--- config.mk ---
export PLATFORM = sky130hd
export DESIGN_NAME = ps2_host_tx
export DESIGN_NICKNAME = d
export VERILOG_FILES = /design/src/rtl/ps2_host_tx.sv
export SDC_FILE = /design/constraint.sdc
export NUM_CORES = 1
export LEC_CHECK = 0
export BUFFER_PORTS_ARGS = -buffer_cell sky130_fd_sc_hd__buf_2
export CORE_MARGIN = 3
export CORE_UTILIZATION = 55
export DETAILED_ROUTE_END_ITERATION = 10
export GPL_TIMING_DRIVEN = 0
export PLACE_DENSITY = 0.77
export SYNTH_ARGS = -nofsm -noshare
export SYNTH_HDL_FRONTEND = slang
export SYNTH_SLANG_ARGS = --single-unit
export TNS_END_PERCENT = 1
--- constraint.sdc ---
create_clock -name clk -period 5.7 [get_ports clk]
set_input_delay 0.57 -clock clk [delete_from_list [all_inputs] [get_ports clk]]
set_output_delay 0.57 -clock clk [all_outputs]
set_load 0.01 [all_outputs]
--- src/rtl/ps2_host_tx.sv ---
// ---------------------------------------------------------------------------
// ps2_host_tx -- PS/2 host-to-device command transmitter
//
// Sends one byte to a PS/2 device. The sequence is: clock inhibit,
// request-to-send, ten device-clocked bits (d0..d7, odd parity, stop), then
// the device ACK. PS2_CLK and PS2_DATA are driven open-drain through
// output enables. A receive path sharing the bus should ignore it while busy=1.
//
// Optional build macro: PS2_HOST_TX_RETRY_EN
//   When defined, the first failure (missing ACK or timeout) silently restarts
//   the whole sequence with the latched byte. A second failure pulses err.
//
// Ports:
//   clk          system clock
//   reset        synchronous active-high reset
//   tx_data      byte to send
//   tx_valid     send request, accepted when tx_valid && tx_ready
//   tx_ready     high only while idle
//   busy         high whenever not idle
//   done         1-cycle pulse, byte acknowledged by the device
//   err          1-cycle pulse, timeout or missing ACK
//   ps2_clk_in   raw PS2_CLK pin level
//   ps2_data_in  raw PS2_DATA pin level
//   ps2_clk_oe   1 = pull PS2_CLK low
//   ps2_data_oe  1 = pull PS2_DATA low
// ---------------------------------------------------------------------------
module ps2_host_tx #(
    parameter int unsigned INHIBIT_CYCLES = 12000,
    parameter int unsigned TIMEOUT_CYCLES = 1500000,
    parameter int unsigned EDGE_TIMEOUT   = 20000,
    parameter int unsigned FILTER_LEN     = 4
) (
    input  logic       clk,
    input  logic       reset,
    input  logic [7:0] tx_data,
    input  logic       tx_valid,
    output logic       tx_ready,
    output logic       busy,
    output logic       done,
    output logic       err,
    input  logic       ps2_clk_in,
    input  logic       ps2_data_in,
    output logic       ps2_clk_oe,
    output logic       ps2_data_oe
);

    typedef enum logic [2:0] {
        S_IDLE, S_INHIBIT, S_REQ, S_DATA, S_PARITY, S_ACK, S_WAIT_IDLE
    } state_t;

    state_t      state_q, state_d;
    logic [1:0]  clk_sync_q, data_sync_q;
    logic        clk_filt_q, clk_filt_d;
    logic [7:0]  filt_cnt_q, filt_cnt_d;
    logic        fall;
    logic        data_sync;
    logic [7:0]  shift_q, shift_d;
    logic        par_q, par_d;
    logic [2:0]  bitcnt_q, bitcnt_d;
    logic [31:0] cyc_cnt_q, cyc_cnt_d;   // inhibit length, then cycles since last fall
    logic [31:0] tot_cnt_q, tot_cnt_d;   // cycles since clock release
    logic        clk_oe_q, clk_oe_d;
    logic        data_oe_q, data_oe_d;
    logic        active;
    logic        fail;
`ifdef PS2_HOST_TX_RETRY_EN
    logic        retry_q, retry_d;
`endif

    assign data_sync = data_sync_q[1];

    // The filtered clock only follows the synchronized pin after FILTER_LEN
    // consecutive samples disagree with it; any agreeing sample restarts the run.
    always_comb begin
        clk_filt_d = clk_filt_q;
        filt_cnt_d = '0;
        if (clk_sync_q[1] != clk_filt_q) begin
            if (filt_cnt_q == 8'(FILTER_LEN - 1)) begin
                clk_filt_d = clk_sync_q[1];
            end else begin
                filt_cnt_d = filt_cnt_q + 8'd1;
            end
        end
    end

    assign fall   = clk_filt_q & ~clk_filt_d;
    assign active = (state_q inside {S_REQ, S_DATA, S_PARITY, S_ACK, S_WAIT_IDLE});

    always_comb begin
        state_d   = state_q;
        shift_d   = shift_q;
        par_d     = par_q;
        bitcnt_d  = bitcnt_q;
        cyc_cnt_d = cyc_cnt_q;
        tot_cnt_d = tot_cnt_q;
        clk_oe_d  = clk_oe_q;
        data_oe_d = data_oe_q;
        done      = 1'b0;
        err       = 1'b0;
        fail      = 1'b0;
`ifdef PS2_HOST_TX_RETRY_EN
        retry_d   = retry_q;
`endif
        if (active) begin
            cyc_cnt_d = fall ? '0 : cyc_cnt_q + 32'd1;
            tot_cnt_d = tot_cnt_q + 32'd1;
        end

        case (state_q)
            S_IDLE: begin
                if (tx_valid) begin
                    shift_d   = tx_data;
                    par_d     = ~^tx_data;
                    clk_oe_d  = 1'b1;
                    cyc_cnt_d = '0;
                    state_d   = S_INHIBIT;
`ifdef PS2_HOST_TX_RETRY_EN
                    retry_d   = 1'b0;
`endif
                end
            end
            S_INHIBIT: begin
                if (cyc_cnt_q == INHIBIT_CYCLES - 1) begin
                    // Start bit and clock release happen together.
                    clk_oe_d  = 1'b0;
                    data_oe_d = 1'b1;
                    cyc_cnt_d = '0;
                    tot_cnt_d = '0;
                    state_d   = S_REQ;
                end else begin
                    cyc_cnt_d = cyc_cnt_q + 32'd1;
                end
            end
            S_REQ: begin
                if (fall) begin
                    data_oe_d = ~shift_q[0];
                    bitcnt_d  = '0;
                    state_d   = S_DATA;
                end
            end
            S_DATA: begin
                if (fall) begin
                    if (bitcnt_q == 3'd7) begin
                        data_oe_d = ~par_q;
                        state_d   = S_PARITY;
                    end else begin
                        data_oe_d = ~shift_q[bitcnt_q + 3'd1];
                        bitcnt_d  = bitcnt_q + 3'd1;
                    end
                end
            end
            S_PARITY: begin
                if (fall) begin
                    data_oe_d = 1'b0;   // stop bit is the released line
                    state_d   = S_ACK;
                end
            end
            S_ACK: begin
                if (fall) begin
                    if (!data_sync) state_d = S_WAIT_IDLE;
                    else            fail    = 1'b1;
                end
            end
            S_WAIT_IDLE: begin
                if (clk_filt_q && data_sync) begin
                    done    = 1'b1;
                    state_d = S_IDLE;
                end
            end
            default: state_d = S_IDLE;
        endcase

        if (active && (tot_cnt_q >= TIMEOUT_CYCLES || cyc_cnt_q >= EDGE_TIMEOUT)) begin
            fail = 1'b1;
        end

        // Timeouts take priority over a same-cycle completion.
        if (fail) begin
            done      = 1'b0;
            err       = 1'b1;
            clk_oe_d  = 1'b0;
            data_oe_d = 1'b0;
            state_d   = S_IDLE;
`ifdef PS2_HOST_TX_RETRY_EN
            if (!retry_q) begin
                err       = 1'b0;
                retry_d   = 1'b1;
                clk_oe_d  = 1'b1;
                cyc_cnt_d = '0;
                state_d   = S_INHIBIT;
            end
`endif
        end
    end

    always_ff @(posedge clk) begin
        if (reset) begin
            state_q     <= S_IDLE;
            clk_sync_q  <= 2'b11;
            data_sync_q <= 2'b11;
            clk_filt_q  <= 1'b1;
            filt_cnt_q  <= '0;
            shift_q     <= '0;
            par_q       <= 1'b0;
            bitcnt_q    <= '0;
            cyc_cnt_q   <= '0;
            tot_cnt_q   <= '0;
            clk_oe_q    <= 1'b0;
            data_oe_q   <= 1'b0;
`ifdef PS2_HOST_TX_RETRY_EN
            retry_q     <= 1'b0;
`endif
        end else begin
            state_q     <= state_d;
            clk_sync_q  <= {clk_sync_q[0], ps2_clk_in};
            data_sync_q <= {data_sync_q[0], ps2_data_in};
            clk_filt_q  <= clk_filt_d;
            filt_cnt_q  <= filt_cnt_d;
            shift_q     <= shift_d;
            par_q       <= par_d;
            bitcnt_q    <= bitcnt_d;
            cyc_cnt_q   <= cyc_cnt_d;
            tot_cnt_q   <= tot_cnt_d;
            clk_oe_q    <= clk_oe_d;
            data_oe_q   <= data_oe_d;
`ifdef PS2_HOST_TX_RETRY_EN
            retry_q     <= retry_d;
`endif
        end
    end

    assign tx_ready    = (state_q == S_IDLE);
    assign busy        = ~tx_ready;
    assign ps2_clk_oe  = clk_oe_q;
    assign ps2_data_oe = data_oe_q;

endmodule

Yosys cells after proc, flatten, opt, wreduce, memory -nomap -nowiden

Cells that the tools add are included.

Add/subtract/negate cells: 4
Multipliers: 0
Divide/modulo/power cells: 0
Magnitude comparators: 3
Equality and inequality tests: 20
Shifts and indexed selects: 0
Mux-type cells: 43
Bitwise logic cells: 7
Reduce and logical (&&, ||, !) cells: 16

Operator list:

| kind                                                                                   | number |
|---|---|
| 32-bit two-way mux                                                                     | 7 |
| 32-bit by 1-bit adder with 32-bit output (second input constant)                       | 2 |
| 32-bit one-hot mux with 2 select lines                                                 | 1 |
| 3-bit two-way mux                                                                      | 12 |
| 32-bit by 14-bit == test with 1-bit output (second input constant)                     | 1 |
| 32-bit by 15-bit greater-or-equal comparator with 1-bit output (second input constant) | 1 |
| 32-bit by 21-bit greater-or-equal comparator with 1-bit output (second input constant) | 1 |
| 3-bit one-hot mux with 7 select lines                                                  | 1 |
| 1-bit two-way mux                                                                      | 18 |
| 2-bit inequality test (second input constant)                                          | 8 |
| 3-bit == test (second input constant)                                                  | 4 |
| 9-bit AND reduction                                                                    | 1 |
| 8-bit by 1-bit adder with 8-bit output (second input constant)                         | 1 |
| 8-bit by 2-bit == test with 1-bit output (second input constant)                       | 1 |
| 8-bit XNOR reduction                                                                   | 1 |
| 3-bit by 2-bit == test with 1-bit output (second input constant)                       | 2 |
| 1-bit NOT                                                                              | 6 |
| 3-bit one-hot mux with 2 select lines                                                  | 1 |
| 5-bit AND reduction                                                                    | 1 |
| 5-bit nonzero test                                                                     | 1 |
| 3-bit by 4-bit < comparator with 1-bit output (second input constant)                  | 1 |
| 2-bit by 1-bit inequality test with 1-bit output (second input constant)               | 2 |
| 1-bit one-hot mux with 4 select lines                                                  | 1 |
| 4-bit AND reduction                                                                    | 1 |
| 15 further kinds                                                                       | 17 |

Flip-flop bits (word level): 94
Bits in latches: 0
Memory bits (writable): 0
Bits in read-only memories: 0
Input bits: 13
Output and inout port bits: 6
Word-level logic and storage cells: 105
Memories kept: 0

Logic depth before layout (Yosys ltp)

Word-level depth: 9
Gate-level depth with buffers: 9
Depth with buffers taken out: 7

Least setup slack after synthesis

OpenSTA, ideal clock, no wires.

Path type: register to output
From: register filt_cnt_q[0]
To: output done
Data arrival time: 1.849 ns
Path slack: 3.281 ns
Stages on the path, launching flop included: 6
Path buffers: 0
Cell sequence: dfxtp_1 ha_1 nor3b_1 nand2_1 o41ai_2 nor4_1

Cells in the longest elaborated chain, start to end: 9

RTL lines:

| what                                     | RTL line | source |
|---|---|---|
| start, declared                          | 54       | `logic [7:0] filt_cnt_q, filt_cnt_d;` |
| start signal, assigned                   | 218      | `filt_cnt_q <= filt_cnt_d;` |
| 8-bit by 2-bit == test with 1-bit output | 78       | `if (filt_cnt_q == 8'(FILTER_LEN - 1)) begin` |
| 1-bit two-way mux                        | 78       |  |
| 1-bit two-way mux                        | 77       | `if (clk_sync_q[1] != clk_filt_q) begin` |
| 1-bit NOT                                | 86       | `assign fall = clk_filt_q & ~clk_filt_d;` |
| 1-bit AND                                | 86       |  |
| 1-bit two-way mux                        | 159      | `if (fall) begin` |
| 1-bit two-way mux                        | 109      | `case (state_q)` |
| 1-bit two-way mux                        | 173      | `if (active && (tot_cnt_q >= TIMEOUT_CYCLES \|\| cyc_cnt_q >= EDGE_TIMEOUT)) begin` |
| 1-bit two-way mux                        | 178      | `if (fail) begin` |
| end, declared                            | 39       | `output logic done,` |

Every way passes these cells.

Worst setup path after layout

Same ends and word-level chain as after synthesis.

==> metrics.csv <==
metric,value,unit
status,completed,
finalMaxSlewViolations,0,
rsz0062_at_grt,no,
syn_area,4920,sq um
fillCellCount,732,
synth_edf_count,0,
cp_num_buf_inv,1,
grt_overflow_total,0,
cts_buffers,9,
fin_crit,3350,ps
holdPathEnd,clk_sync_q[0],
drt-total-wl,10.4,mm
cts-root-buf,clkbuf_8,
hold_buffers,0,
r2r_start,cyc_cnt_q[0],
ctsLongestPathBuffers,2,
grt_usage,21.8,%
max_stage_delay,840,ps
gp_congestion,0.893,
antenna_found_initial,0,
synth.distinct_cells,66,
final_cell_mix,"dfxtp_1 (94), nand2_1 (74), nor2_1 (73)",
drt-initial-drc-count,217,
drive_gt1_share,11.0,%
netlist_top_cells_area,"dfxtp_1 (38%), nand2_1 (5.6%), nor2_1 (5.6%)",
cts_sinks,94,
post_dp_cell_area,5140,sq um
timing.rr.end,cyc_cnt_q[8],
die_area,10100,sq um
top_level_ports,19,
clk_pin_slew_worst_paths,100,ps
final_cell_area,5330,sq um
relSlewSlack,41.3,%
crit_path_end_kind,primary output,
ys_async_sr_fraction,0,%
netlist_instances,603,
hp-class,input port to flip-flop,
power.density,224,nW/um^2
hpwl,7.73,mm
diodes,0,
setup.worst_path.start_class,flip-flop,
h-tree-depth,3,
path_max_fanout,7,
crit_chain,"ha_1, nor3b_1, nand2_1, o41ai_2, nor4_1, buf_2",
yosysTopAreaCell,dfxtp_1,
setup-tns-final,0,ps
ff2ff_path_depth,7,
critPathRequiredTime,5130,ps
die_w,101,microns
r2r_setup_slack,3180,ps
hold_violations,0,
ctsResizeCount,0,
utilization,63.0,%
drc,0,
clk_latency,370,ps
crit_family,compound AO/OA/AOI/OAI gates,
initial_core_util,58.2,%
fp-row-count,33,
postRouteAntennaNets,0,
avgRoutedWirePerCell,14.1,microns
finalSetupViolCount,0,
holdPathStages,2,
leakage,1.88,nW
area_delta_synth_final,8.23,%
worst_ep_arrival_time,2780,ps
coreArea,8460,sq um
first_global_vias,4063,
fin_crit_sh,58.8,%
regArea,1880,sq um
vdd_drop_max,0.190,mV
worstSetupPathType,flip-flop to primary output,
grt_max_degree,19,
min_from,ps2_clk_in,
synth_top_area_share,38.2,%
yosysWarnings,0,
worst_path_max_delay_cell,o41ai_2,
grt_pass1_wl,18.2,mm
synth_ff_type,dfxtp_1,
avgViaCountPerCell,5.81,
num_vias,4304,
fin_nets,651,
post-cts-setup-buffer-count,0,
dr.pass1.iters,5,
fin_skew,12.8,ps
synth_area_per_cell,8.17,sq um
fp.dieH,101,microns
layout_commonest_cell,dfxtp_1,
fmax,0.298,GHz
fin_hold_ws,373,ps
synth_nets,623,
drv_cap,0,
synth_sequential_area_ratio,38.2,%
io_buffers,17,
multiInputGateArea,2850,sq um
cts_tree,done,
worstMarginPinSlew,871,ps
synth_seq_cells,94,
-- cell usage after synthesis (2+ instances only) --
library cell / count
dfxtp_1: 94
nand2_1: 74
nor2_1: 73
a21oi_1: 42
nand3_1: 40
o21ai_0: 26
xnor2_1: 26
inv_1: 17
and3_1: 16
xor2_1: 15
nand4_1: 14
nor3_1: 12
clkbuf_1: 10
mux2i_1: 10
nor4_1: 9
or3_1: 9
a31oi_1: 8
and4_1: 7
ha_1: 7
a21o_1: 6
and2_1: 6
buf_2: 6
or2_2: 6
buf_6: 5
a211oi_1: 3
nor3b_1: 3
o211ai_1: 3
o32ai_1: 3
a21boi_0: 2
a2bb2oi_1: 2
a311oi_1: 2
and4bb_2: 2
buf_1: 2
mux4_2: 2
nand2b_1: 2
nor2b_1: 2
nor3_2: 2
nor4_2: 2
o2111ai_1: 2
o221ai_1: 2
o22ai_1: 2
o31ai_1: 2
or3b_1: 2
-- routing by layer --
metal | up-vias | part of all wire [%] | global-route usage [%]
li1 | 2205 | - | -
met5 | - | 0 | 0
met3 | 11 | 4.8 | 4.22
met1 | 1990 | 48 | 30.1
met2 | 98 | 46 | 34.6
met4 | 0 | 1.2 | 6.63
-- worst max-delay path by stage --
stage,startpoint,to,depth (start not counted)
global placement,filt_cnt_q[0],done,6
finish,filt_cnt_q[0],done,6
floorplan,filt_cnt_q[0],done,5
global route,filt_cnt_q[0],done,6
detailed placement,filt_cnt_q[0],done,6
CTS,filt_cnt_q[0],done,6
-- flip-flops by register name, indices dropped and copies added, names as in the netlist --
signal / count
cyc_cnt_q: 32
tot_cnt_q: 32
filt_cnt_q: 8
shift_q: 8
bitcnt_q: 3
state_q: 3
clk_sync_q: 2
data_sync_q: 2
clk_filt_q: 1
par_q: 1
ps2_clk_oe: 1
ps2_data_oe: 1
-- power breakdown --
part	internal, W	switching [W]
logic	0.0000366	0.0000610
registers	0.000665	0.00000654
clock network	0.000169	0.000254
total	0.000871	0.000322
-- kinds of logic after synthesis --
kind of cell	after synthesis	synth area share, %
compound gates	116	14.8
xor+xnor	41	7.29
fa+ha+maj	7	1.78
buf+inv	40	3.96
flops	94	38.2
mux	12	2.95
simple gates	293	31.0
-- stage by stage --
stage,setup slack [ps],instances,total power (W)
after floorplan,3280,603,0.000755
after global placement,2860,725,0.000780
after detailed placement,2840,725,0.000784
after CTS,2370,741,0.00121
after global routing,2110,741,0.00124
final,2350,741,0.00119
-- final cells by class --
class | instances | share of cell area (%)
multi-input cells | 469 | 53.4
well taps | 105 | 2.46
clock buffers | 9 | 2.32
repair buffers | 17 | 1.60
plain buffers | 23 | 2.46
flip-flops and latches | 94 | 35.3
clock inverters | 7 | 1.22
inverters | 17 | 1.20
-- worst register-to-register path, stage by stage, from the launching register on --
cell	delay (ps)
dfxtp_1	440
ha_1	220
and3_1	280
and4_1	290
nor3b_4	330
o21ai_0	200
a21oi_2	460
o32ai_1	170
Power figures use the tool's default switching activity.
